===== src/rtl/pic_cascade_arbiter_pkg.sv =====
// rtl/pic_cascade_arbiter_pkg.sv - shared types and helpers for the interrupt cascade arbiter
package pic_pkg;

  // Arbiter FSM states
  typedef enum logic [2:0] {
    IDLE    = 3'd0,
    REQ     = 3'd1,
    ACK     = 3'd2,
    FETCH   = 3'd3,
    SERVICE = 3'd4
  } cascade_state_t;

  // Width of a source index; at least one bit so a single source still has a port
  function automatic int src_id_w(input int num_src);
    return (num_src > 1) ? $clog2(num_src) : 1;
  endfunction

  // Index the picker reports when no source is requesting
  localparam int PIC_NO_GRANT = 0;

endpackage


===== src/rtl/pic_cascade_arbiter_rr_pick.sv =====
// rtl/pic_cascade_arbiter_rr_pick.sv - combinational round-robin picker starting after ptr_i
module pic_rr_pick
  import pic_pkg::*;
#(
  parameter int NUM_SRC = 4,
  localparam int ID_W   = src_id_w(NUM_SRC)
) (
  input  logic [NUM_SRC-1:0] req_i,
  input  logic [ID_W-1:0]    ptr_i,
  output logic               valid_o,
  output logic [ID_W-1:0]    index_o
);

  // Scan from the farthest candidate back to ptr_i+1 so the nearest requester is written last and wins
  always_comb begin
    logic [ID_W-1:0] cand;
    valid_o = 1'b0;
    index_o = ID_W'(PIC_NO_GRANT);
    cand    = '0;
    for (int k = NUM_SRC; k >= 1; k--) begin
      cand = ID_W'((int'(ptr_i) + k) % NUM_SRC);
      if (req_i[cand]) begin
        valid_o = 1'b1;
        index_o = cand;
      end
    end
  end

endmodule


===== src/rtl/pic_cascade_arbiter.sv =====
// rtl/pic_cascade_arbiter.sv - cascades NUM_SRC interrupt controllers onto one CPU line; EOI watchdog under PIC_CASCADE_TIMEOUT_EN
module pic_cascade_arbiter
  import pic_pkg::*;
#(
  parameter int NUM_SRC        = 4,
  parameter int VEC_W          = 32,
  parameter int VEC_LAT        = 1,
  parameter int TIMEOUT_CYCLES = 64
) (
  input  logic                        clk,
  input  logic                        reset,
  input  logic [NUM_SRC-1:0]          src_req,
  input  logic [NUM_SRC*VEC_W-1:0]    src_vector,
  output logic [NUM_SRC-1:0]          src_ack,
  output logic                        cpu_req,
  input  logic                        cpu_ack,
  input  logic                        cpu_eoi,
  output logic [VEC_W-1:0]            cpu_vector,
  output logic                        cpu_vec_vld,
  output logic [src_id_w(NUM_SRC)-1:0] grant_id,
  output logic                        busy,
  output logic                        timeout_err
);

  localparam int ID_W  = src_id_w(NUM_SRC);
  localparam int LAT_W = (VEC_LAT > 0) ? $clog2(VEC_LAT + 1) : 1;

  cascade_state_t   state_q, state_d;
  logic [ID_W-1:0]  grant_q, grant_d;
  logic [ID_W-1:0]  rr_ptr_q, rr_ptr_d;
  logic [LAT_W-1:0] lat_cnt_q, lat_cnt_d;
  logic [VEC_W-1:0] vec_q, vec_d;
  logic             vld_q, vld_d;
  logic             pick_vld;
  logic [ID_W-1:0]  pick_idx;
  logic             tmo_hit;
  logic [VEC_W-1:0] src_vec_arr [NUM_SRC];

  for (genvar i = 0; i < NUM_SRC; i++) begin : g_vec
    assign src_vec_arr[i] = src_vector[i*VEC_W +: VEC_W];
  end

  pic_rr_pick #(
    .NUM_SRC (NUM_SRC)
  ) u_pick (
    .req_i   (src_req),
    .ptr_i   (rr_ptr_q),
    .valid_o (pick_vld),
    .index_o (pick_idx)
  );

`ifdef PIC_CASCADE_TIMEOUT_EN
  localparam int TMO_W = $clog2(TIMEOUT_CYCLES + 1);

  logic [TMO_W-1:0] tmo_cnt_q, tmo_cnt_d;
  logic             tmo_err_q, tmo_err_d;

  // The last SERVICE cycle before expiry; an EOI in that same cycle still wins
  assign tmo_hit   = (state_q == SERVICE) && (tmo_cnt_q == TMO_W'(TIMEOUT_CYCLES - 1));
  assign tmo_cnt_d = (state_q == SERVICE) ? tmo_cnt_q + TMO_W'(1) : '0;
  assign tmo_err_d = tmo_hit && !cpu_eoi;

  // Watchdog counter and its one-cycle error pulse
  always_ff @(posedge clk or posedge reset) begin
    if (reset) begin
      tmo_cnt_q <= '0;
      tmo_err_q <= 1'b0;
    end else begin
      tmo_cnt_q <= tmo_cnt_d;
      tmo_err_q <= tmo_err_d;
    end
  end

  assign timeout_err = tmo_err_q;
`else
  assign tmo_hit     = 1'b0;
  assign timeout_err = 1'b0;
`endif

  // Next-state logic for the grant handshake and vector capture
  always_comb begin
    state_d   = state_q;
    grant_d   = grant_q;
    rr_ptr_d  = rr_ptr_q;
    lat_cnt_d = lat_cnt_q;
    vec_d     = vec_q;
    vld_d     = vld_q;
    unique case (state_q)
      IDLE: begin
        if (pick_vld) begin
          grant_d = pick_idx;
          state_d = REQ;
        end
      end
      REQ: begin
        // A source that withdraws before the CPU acks is dropped without moving the pointer
        if (cpu_ack) begin
          state_d = ACK;
        end else if (!src_req[grant_q]) begin
          state_d = IDLE;
        end
      end
      ACK: begin
        lat_cnt_d = LAT_W'(VEC_LAT);
        state_d   = FETCH;
      end
      FETCH: begin
        if (lat_cnt_q == '0) begin
          vec_d   = src_vec_arr[grant_q];
          vld_d   = 1'b1;
          state_d = SERVICE;
        end else begin
          lat_cnt_d = lat_cnt_q - LAT_W'(1);
        end
      end
      SERVICE: begin
        if (cpu_eoi || tmo_hit) begin
          rr_ptr_d = grant_q;
          vld_d    = 1'b0;
          state_d  = IDLE;
        end
      end
      default: state_d = IDLE;
    endcase
  end

  // State registers; the pointer starts at the last source so source 0 wins first
  always_ff @(posedge clk or posedge reset) begin
    if (reset) begin
      state_q   <= IDLE;
      grant_q   <= '0;
      rr_ptr_q  <= ID_W'(NUM_SRC - 1);
      lat_cnt_q <= '0;
      vec_q     <= '0;
      vld_q     <= 1'b0;
    end else begin
      state_q   <= state_d;
      grant_q   <= grant_d;
      rr_ptr_q  <= rr_ptr_d;
      lat_cnt_q <= lat_cnt_d;
      vec_q     <= vec_d;
      vld_q     <= vld_d;
    end
  end

  // Acknowledge only the granted controller, only during the ACK cycle
  always_comb begin
    src_ack = '0;
    if (state_q == ACK) begin
      src_ack[grant_q] = 1'b1;
    end
  end

  assign cpu_req     = (state_q == REQ);
  assign busy        = (state_q != IDLE);
  assign cpu_vector  = vec_q;
  assign cpu_vec_vld = vld_q;
  assign grant_id    = grant_q;

endmodule

===== config.mk =====
export PLATFORM = sky130hd
export DESIGN_NAME = pic_cascade_arbiter
export DESIGN_NICKNAME = d
export VERILOG_FILES = /design/src/rtl/pic_cascade_arbiter_pkg.sv /design/src/rtl/pic_cascade_arbiter_rr_pick.sv /design/src/rtl/pic_cascade_arbiter.sv
export SDC_FILE = /design/constraint.sdc
export NUM_CORES = 1
export LEC_CHECK = 0
export CAP_MARGIN = 15
export CORE_ASPECT_RATIO = 0.75
export CORE_MARGIN = 2
export CORE_UTILIZATION = 36
export CTS_CLUSTER_DIAMETER = 60
export DETAILED_ROUTE_END_ITERATION = 6
export PLACE_DENSITY = 0.85
export SLEW_MARGIN = 20
export SYNTH_ARGS = -nofsm -noshare
export SYNTH_HDL_FRONTEND = slang
export SYNTH_SLANG_ARGS = --single-unit

===== constraint.sdc =====
create_clock -name clk -period 2.1 [get_ports clk]
set_clock_uncertainty 0.2 [all_clocks]
set_input_delay 0.42 -clock clk [delete_from_list [all_inputs] [get_ports clk]]
set_output_delay 0.42 -clock clk [all_outputs]
set_load 0.05 [all_outputs]

==> impl_metrics.yaml, run 1 <==
clock_tree:
  cts_buffers: 5
  tritoncts: "built"
  cts_root_buf: "clkbuf_8"
  insertion_delay_ns: 0.28
  cts_buffer_depth: 2
  clkSlewWorstSetupHoldPaths_ns: 0.07
  cts_sinks: 41
  cts_max_level: 2
  ctsHoldBuffers: 0
detailed_routing:
  drt_iter0_drc: 37
  num_vias: 2295
  drtPass1Iterations: 4
  totalWireLength_um: 7869
  viasPerCell: 5.089
  drt_drc_violations_left: 0
  drtAntennaViolNets: 0
  post_drt_wl_per_cell_um: 17.45
placement:
  place_congestion: 0.8249
  dp_hpwl_um: 6454
  post_dp_cell_area_um2: 4642
  port-buffer-count: 176
  preCtsSetupSlack_ns: 0.05411
logic_synthesis:
  yosysSeqAreaShare_pct: 39.09
  yosys.area.top_type: "dfrtp_1"
  yosys.area_share.adder_pct: 0
  synth_ff_type: "dfrtp_1"
  synth_fp_nets: 303
  yosysMostFrequentCell: "dfrtp_1"
  synth_compound_area_share_pct: 4.517
  synthTopCellsByCount: "dfrtp_1, mux4_2, mux2_2, mux2_1, mux2_4"
  yosys.cell_types.count: 41
  synthTopCellsByArea: "dfrtp_1, mux4_2, mux4_1, mux2_4, mux2_2"
  synth_mux_area_share_pct: 45.60
  yosysTopAreaCellShare_pct: 37.09
  async_flop_share_pct: 100.0
  synth.cell_area_um2: 2631
  yosys.area_share.simple_pct: 6.134
  synth_top_family_by_area: "multiplexers"
  synth_xor_area_share_pct: 0
  syn_avg_cell_area_um2: 15.76
  synth_cells: 167
  synth_edf_count: 0
  yosys_warnings: 0
  synth.ff_latch_count: 41
layout:
  syn2layout_area_growth_pct: 81.17
  fin_nets: 488
  drive_gt1_share_pct: 35.69
  antennaDiodeCount: 0
  stdcell_area_um2: 4767
sta:
  worst_pin_slew_ns: 0.5092
  rsz0062_at_grt: "false"
  finalSetupViolCount: 0
  maxSlewViolCount: 0
  max-slew-margin-rel_pct: 66.00
  finalCriticalPeriod_ns: 2.054
  period_share_pct: 97.83
  hold_viol_final: 0
  max_freq_mhz: 486.8
  timing.final.ws_setup_ns: 0.04557
power_and_ir_drop:
  p_total_mw: 6.509
  leakage_nw: 1.941
  ir_worst_vdd_mv: 0.9853
  power.density_nw_per_um2: 1365
floorplanning:
  die_x_um: 102.7
  floorplan.die_area_um2: 8016
  num_rows: 26
  die_height_um: 78.04
  core_area_um2: 6929
  initial_core_util_pct: 37.97
  io_pins: 178
setup_path:
  crit_type: "flop to output pin"
  start_kind: "flop"
  critical_path.endpoint_type: "output pin"
  crit_arrival_ns: 1.43
  crit_fanout: 6
  crit_required_ns: 1.48
global_route:
  grt_overflow: 0
  grt_max_degree: 26
  grt_pass1_vias: 2446
  grt_usage_pct: 19.53
  antenna_found_initial: 0
  grt_pass1_wl_um: 12030
outcome:
  status: "completed"
worst_hold_path:
  hold_path.class: "input port to asynchronous set/reset pin"
flow_run:
  max_cap_violations: 0
==> worst paths after layout <==
check	start	endpoint	slack, ns	depth (start not counted)
max in group asynchronous	reset	rr_ptr_q[0]	1.03	3
max reg2reg	grant_id[0]	cpu_vector[10]	0.21	4
min reg2reg	cpu_vector[7]	cpu_vector[7]	0.29	1
min	reset	cpu_vector[20]	0.19	2
min in group clk	cpu_vector[7]	cpu_vector[7]	0.29	1
max	state_q[0]	src_ack[1]	0.05	3
==> report_power, final <==
part / switching (mW) / internal (mW)
logic: 2.44 / 2.06
registers: 0.281 / 1.21
clock network: 0.249 / 0.268
==> layout by cell type (no fill, tap or decap), types with 2 or more instances in the layout <==
| cell | n |
|---|---|
| inv_1 | 2 |
| nor4b_4 | 2 |
| clkbuf_1 | 2 |
| dfrtp_1 | 36 |
| buf_12 | 12 |
| buf_4 | 43 |
| a21boi_0 | 2 |
| o32a_1 | 2 |
| dfrtp_2 | 3 |
| clkbuf_8 | 6 |
| dfstp_2 | 2 |
| a21oi_1 | 3 |
| clkdlybuf4s50_1 | 136 |
| mux4_1 | 7 |
| mux4_2 | 26 |
| mux2_4 | 10 |
| mux2_1 | 11 |
| dlymetal6s2s_1 | 2 |
| nor2_1 | 2 |
| nand3b_1 | 3 |
| mux2_2 | 13 |
| nand2b_1 | 4 |
==> stage by stage <==
stage           TNS [ns]  utilization, %  hold WS [ns]  std cells
3_5_place_dp           0           66.99        0.2759        442
2_1_floorplan  -0.003689               -        0.2800        167
4_1_cts                0           68.45        0.1841        450
5_1_grt                0           68.80        0.1847        451
3_3_place_gp           0           66.99        0.2706        442
6_report               0           68.80        0.1880        451
==> registers in the layout, summed over array words and instances, names as in the netlist <==
register / count
cpu_vec_vld: 1
rr_ptr_q: 2
state_q: 3
grant_id: 2
cpu_vector: 32
lat_cnt_q: 1
==> kinds of logic (layout without fill, tap and decap cells) <==
kind of cell,Yosys count,in the layout
mux,68,68
simple gates,23,23
flops,41,41
buf+inv,18,204
other cells,1,1
compound gates,16,16
==> final cells by class <==
type                       count  area [um2]
inverter                       3       11.26
multi-input combinational    108        1562
tap                           98       122.6
timing repair buffer         193        1949
fill                         533        2162
sequential                    41        1032
clock buffer                   8       90.09
==> layer usage <==
layer,GRT usage [%],up-vias,share of wire (%)
li1,-,1050,-
met1,22.87,1130,39
met2,36.08,107,51
met3,5.076,8,8.9
met4,3.467,0,1.1
met5,0,-,0
==> critical path, cell delays in order, from the launching register on <==
cell and delay (ns):
dfrtp_2 0.45, buf_4 0.19, nor4b_4 0.33, buf_12 0.18
==> what timing repair did <==
item,CTS,global route
gates resized for setup,2,6
buffers inserted,0,2
endpoints found under the setup margin,3,7
gates cloned,0,0
pin swaps,1,2
Power figures use the tool's default switching activity.
==> run 2, diff against run 1 <==
- clock period: 2.1 -> 2.2 ns (I/O delays scaled with it)
==> run 2 against run 1 <==
  * Largest power group unchanged
  * Clock power shrank 2%
  * Critical endpoint is now cpu_vector[30]
  * Design area shrank 0.39%
  * First-iteration DRC count grew 32%
  * Setup slack gained 0.038 ns
  * Count of clock-buffer cells in the layout shrank 2
  * Largest cell class unchanged
  * Total power shrank 5.7%
==> impl_metrics.yaml, run 2 (synthesized netlist as in run 1, its figures left out) <==
global_route:
  grt_pass1_wl_um: 11520
  grt_max_degree: 41
  grt_usage_pct: 18.26
  grt_overflow: 0
  antenna_found_initial: 0
  grt_pass1_vias: 2405
setup_path:
  cpPeakStageDelay_ns: 0.82
  crit_type: "flop to output pin"
  reg2regPathDepth: 3
  r2r_start: "grant_id[0]"
  path_cells: "clkdlybuf4s50_1"
  crit_arrival_ns: 1.48
  crit_slowest_cell: "clkdlybuf4s50_1"
  rr_endpoint: "cpu_vector[7]"
  crit_fanout: 2
  reg2reg_slack_ns: 0.33
  critPathTopFamily: "buffers and inverters"
  crit_required_ns: 1.56
  start_kind: "flop"
  critical_path.endpoint_type: "output pin"
  cp.buffers_inverters: 1
  crit_cells: 1
clock_tree:
  insertion_delay_ns: 0.28
  cts_buffers: 5
  cts_root_buf: "clkbuf_8"
  clkSlewWorstSetupHoldPaths_ns: 0.08
  ctsHoldBuffers: 0
  tritoncts: "built"
  cts_max_level: 2
  cts_sinks: 41
  cts_buffer_depth: 2
power_and_ir_drop:
  power.density_nw_per_um2: 1293
  ir_worst_vdd_mv: 0.7743
  p_total_mw: 6.140
  leakage_nw: 1.864
layout:
  post-route-util_pct: 68.53
  multi_input_area_um2: 1541
  fillCellCount: 542
  largest_register_ffs: 32
  seq_area_um2: 1032
  syn2layout_area_growth_pct: 80.46
  mostFrequentLayoutCells: "clkdlybuf4s50_1, dfrtp_1, mux4_2, mux2_2"
  drive_gt1_share_pct: 26.51
  fin_nets: 482
  antennaDiodeCount: 0
  layout_commonest_cell: "clkdlybuf4s50_1"
flow_run:
  max_cap_violations: 0
detailed_routing:
  num_vias: 2224
  totalWireLength_um: 7298
  drt_iter0_drc: 49
  viasPerCell: 4.998
  drtAntennaViolNets: 0
  drt_drc_violations_left: 0
  drtPass1Iterations: 4
  post_drt_wl_per_cell_um: 16.40
sta:
  hold_viol_final: 0
  rsz0062_at_grt: "false"
  max-slew-margin-rel_pct: 64.24
  tns_ns: 0
  period_share_pct: 96.22
  finalSetupViolCount: 0
  maxSlewViolCount: 0
  finalCriticalPeriod_ns: 2.117
  max_freq_mhz: 472.4
  worst_pin_slew_ns: 0.5347
  timing.final.ws_setup_ns: 0.08323
outcome:
  status: "completed"
placement:
  place_congestion: 0.7640
  preCtsSetupSlack_ns: 0.1249
  port-buffer-count: 176
  dp_hpwl_um: 6038
floorplanning:
  num_rows: 26
  die_height_um: 78.04
  die_x_um: 102.7
  initial_core_util_pct: 37.97
  core_area_um2: 6929
  floorplan.die_area_um2: 8016
  io_pins: 178
worst_hold_path:
  hold_path.class: "input port to asynchronous set/reset pin"
run 2: changes by cell type in the layout (fill, tap and decap cells not counted), sizes merged:
cell	change
buf	-34
clkbuf	-2
clkdlybuf4s50	+30
clkinv	+2
dlymetal6s2s	-2
run 2: cell type report:
type	count	area share (%)
Tap cell	98	2.582
Timing Repair Buffer	187	40.95
Clock inverter	2	0.2899
Clock buffer	6	1.739
Inverter	3	0.2372
Sequential cell	41	21.74
Multi-Input combinational cell	108	32.46
run 2: through the flow:
| step | instances | area (um2) | hold slack, ns |
|---|---|---|---|
| after floorplan | 167 | 2684 | 0.2800 |
| after global placement | 437 | 4643 | 0.2681 |
| after detailed placement | 437 | 4643 | 0.2788 |
| after CTS | 445 | 4742 | 0.2927 |
| after global routing | 445 | 4748 | 0.3094 |
| final | 445 | 4748 | 0.2862 |
run 2: worst max-delay path by stage:
stage                         from              to  slack [ns]
floorplan              grant_id[1]      src_ack[2]       -0.07
global placement        src_req[0]     grant_id[1]        0.17
detailed placement      src_req[0]     grant_id[1]        0.12
CTS                     state_q[2]      src_ack[3]        0.04
global route           cpu_vec_vld     cpu_vec_vld        0.03
finish              cpu_vector[30]  cpu_vector[30]        0.08
run 2: power by group:
group | leakage (nW) | total, mW | switching [mW] | internal (mW)
Clock | 0.0512 | 0.505 | 0.251 | 0.254
Combinational | 1.33 | 4.20 | 2.24 | 1.96
Sequential | 0.481 | 1.43 | 0.278 | 1.16
run 2: routing by layer:
metal,up-vias,share of wire (%),global-route usage (%),routed length (um)
met4,0,0.75,2.933,55
li1,1024,-,-,-
met3,6,10,4.898,736
met5,-,0,0,0
met2,106,51,33.86,3752
met1,1088,38,21.30,2754
run 2: repair_timing:
item                                    CTS  global route
hold endpoints to repair                  0             0
endpoints found under the setup margin    3             3
gates resized for setup                   1             2
buffers inserted                          0             0
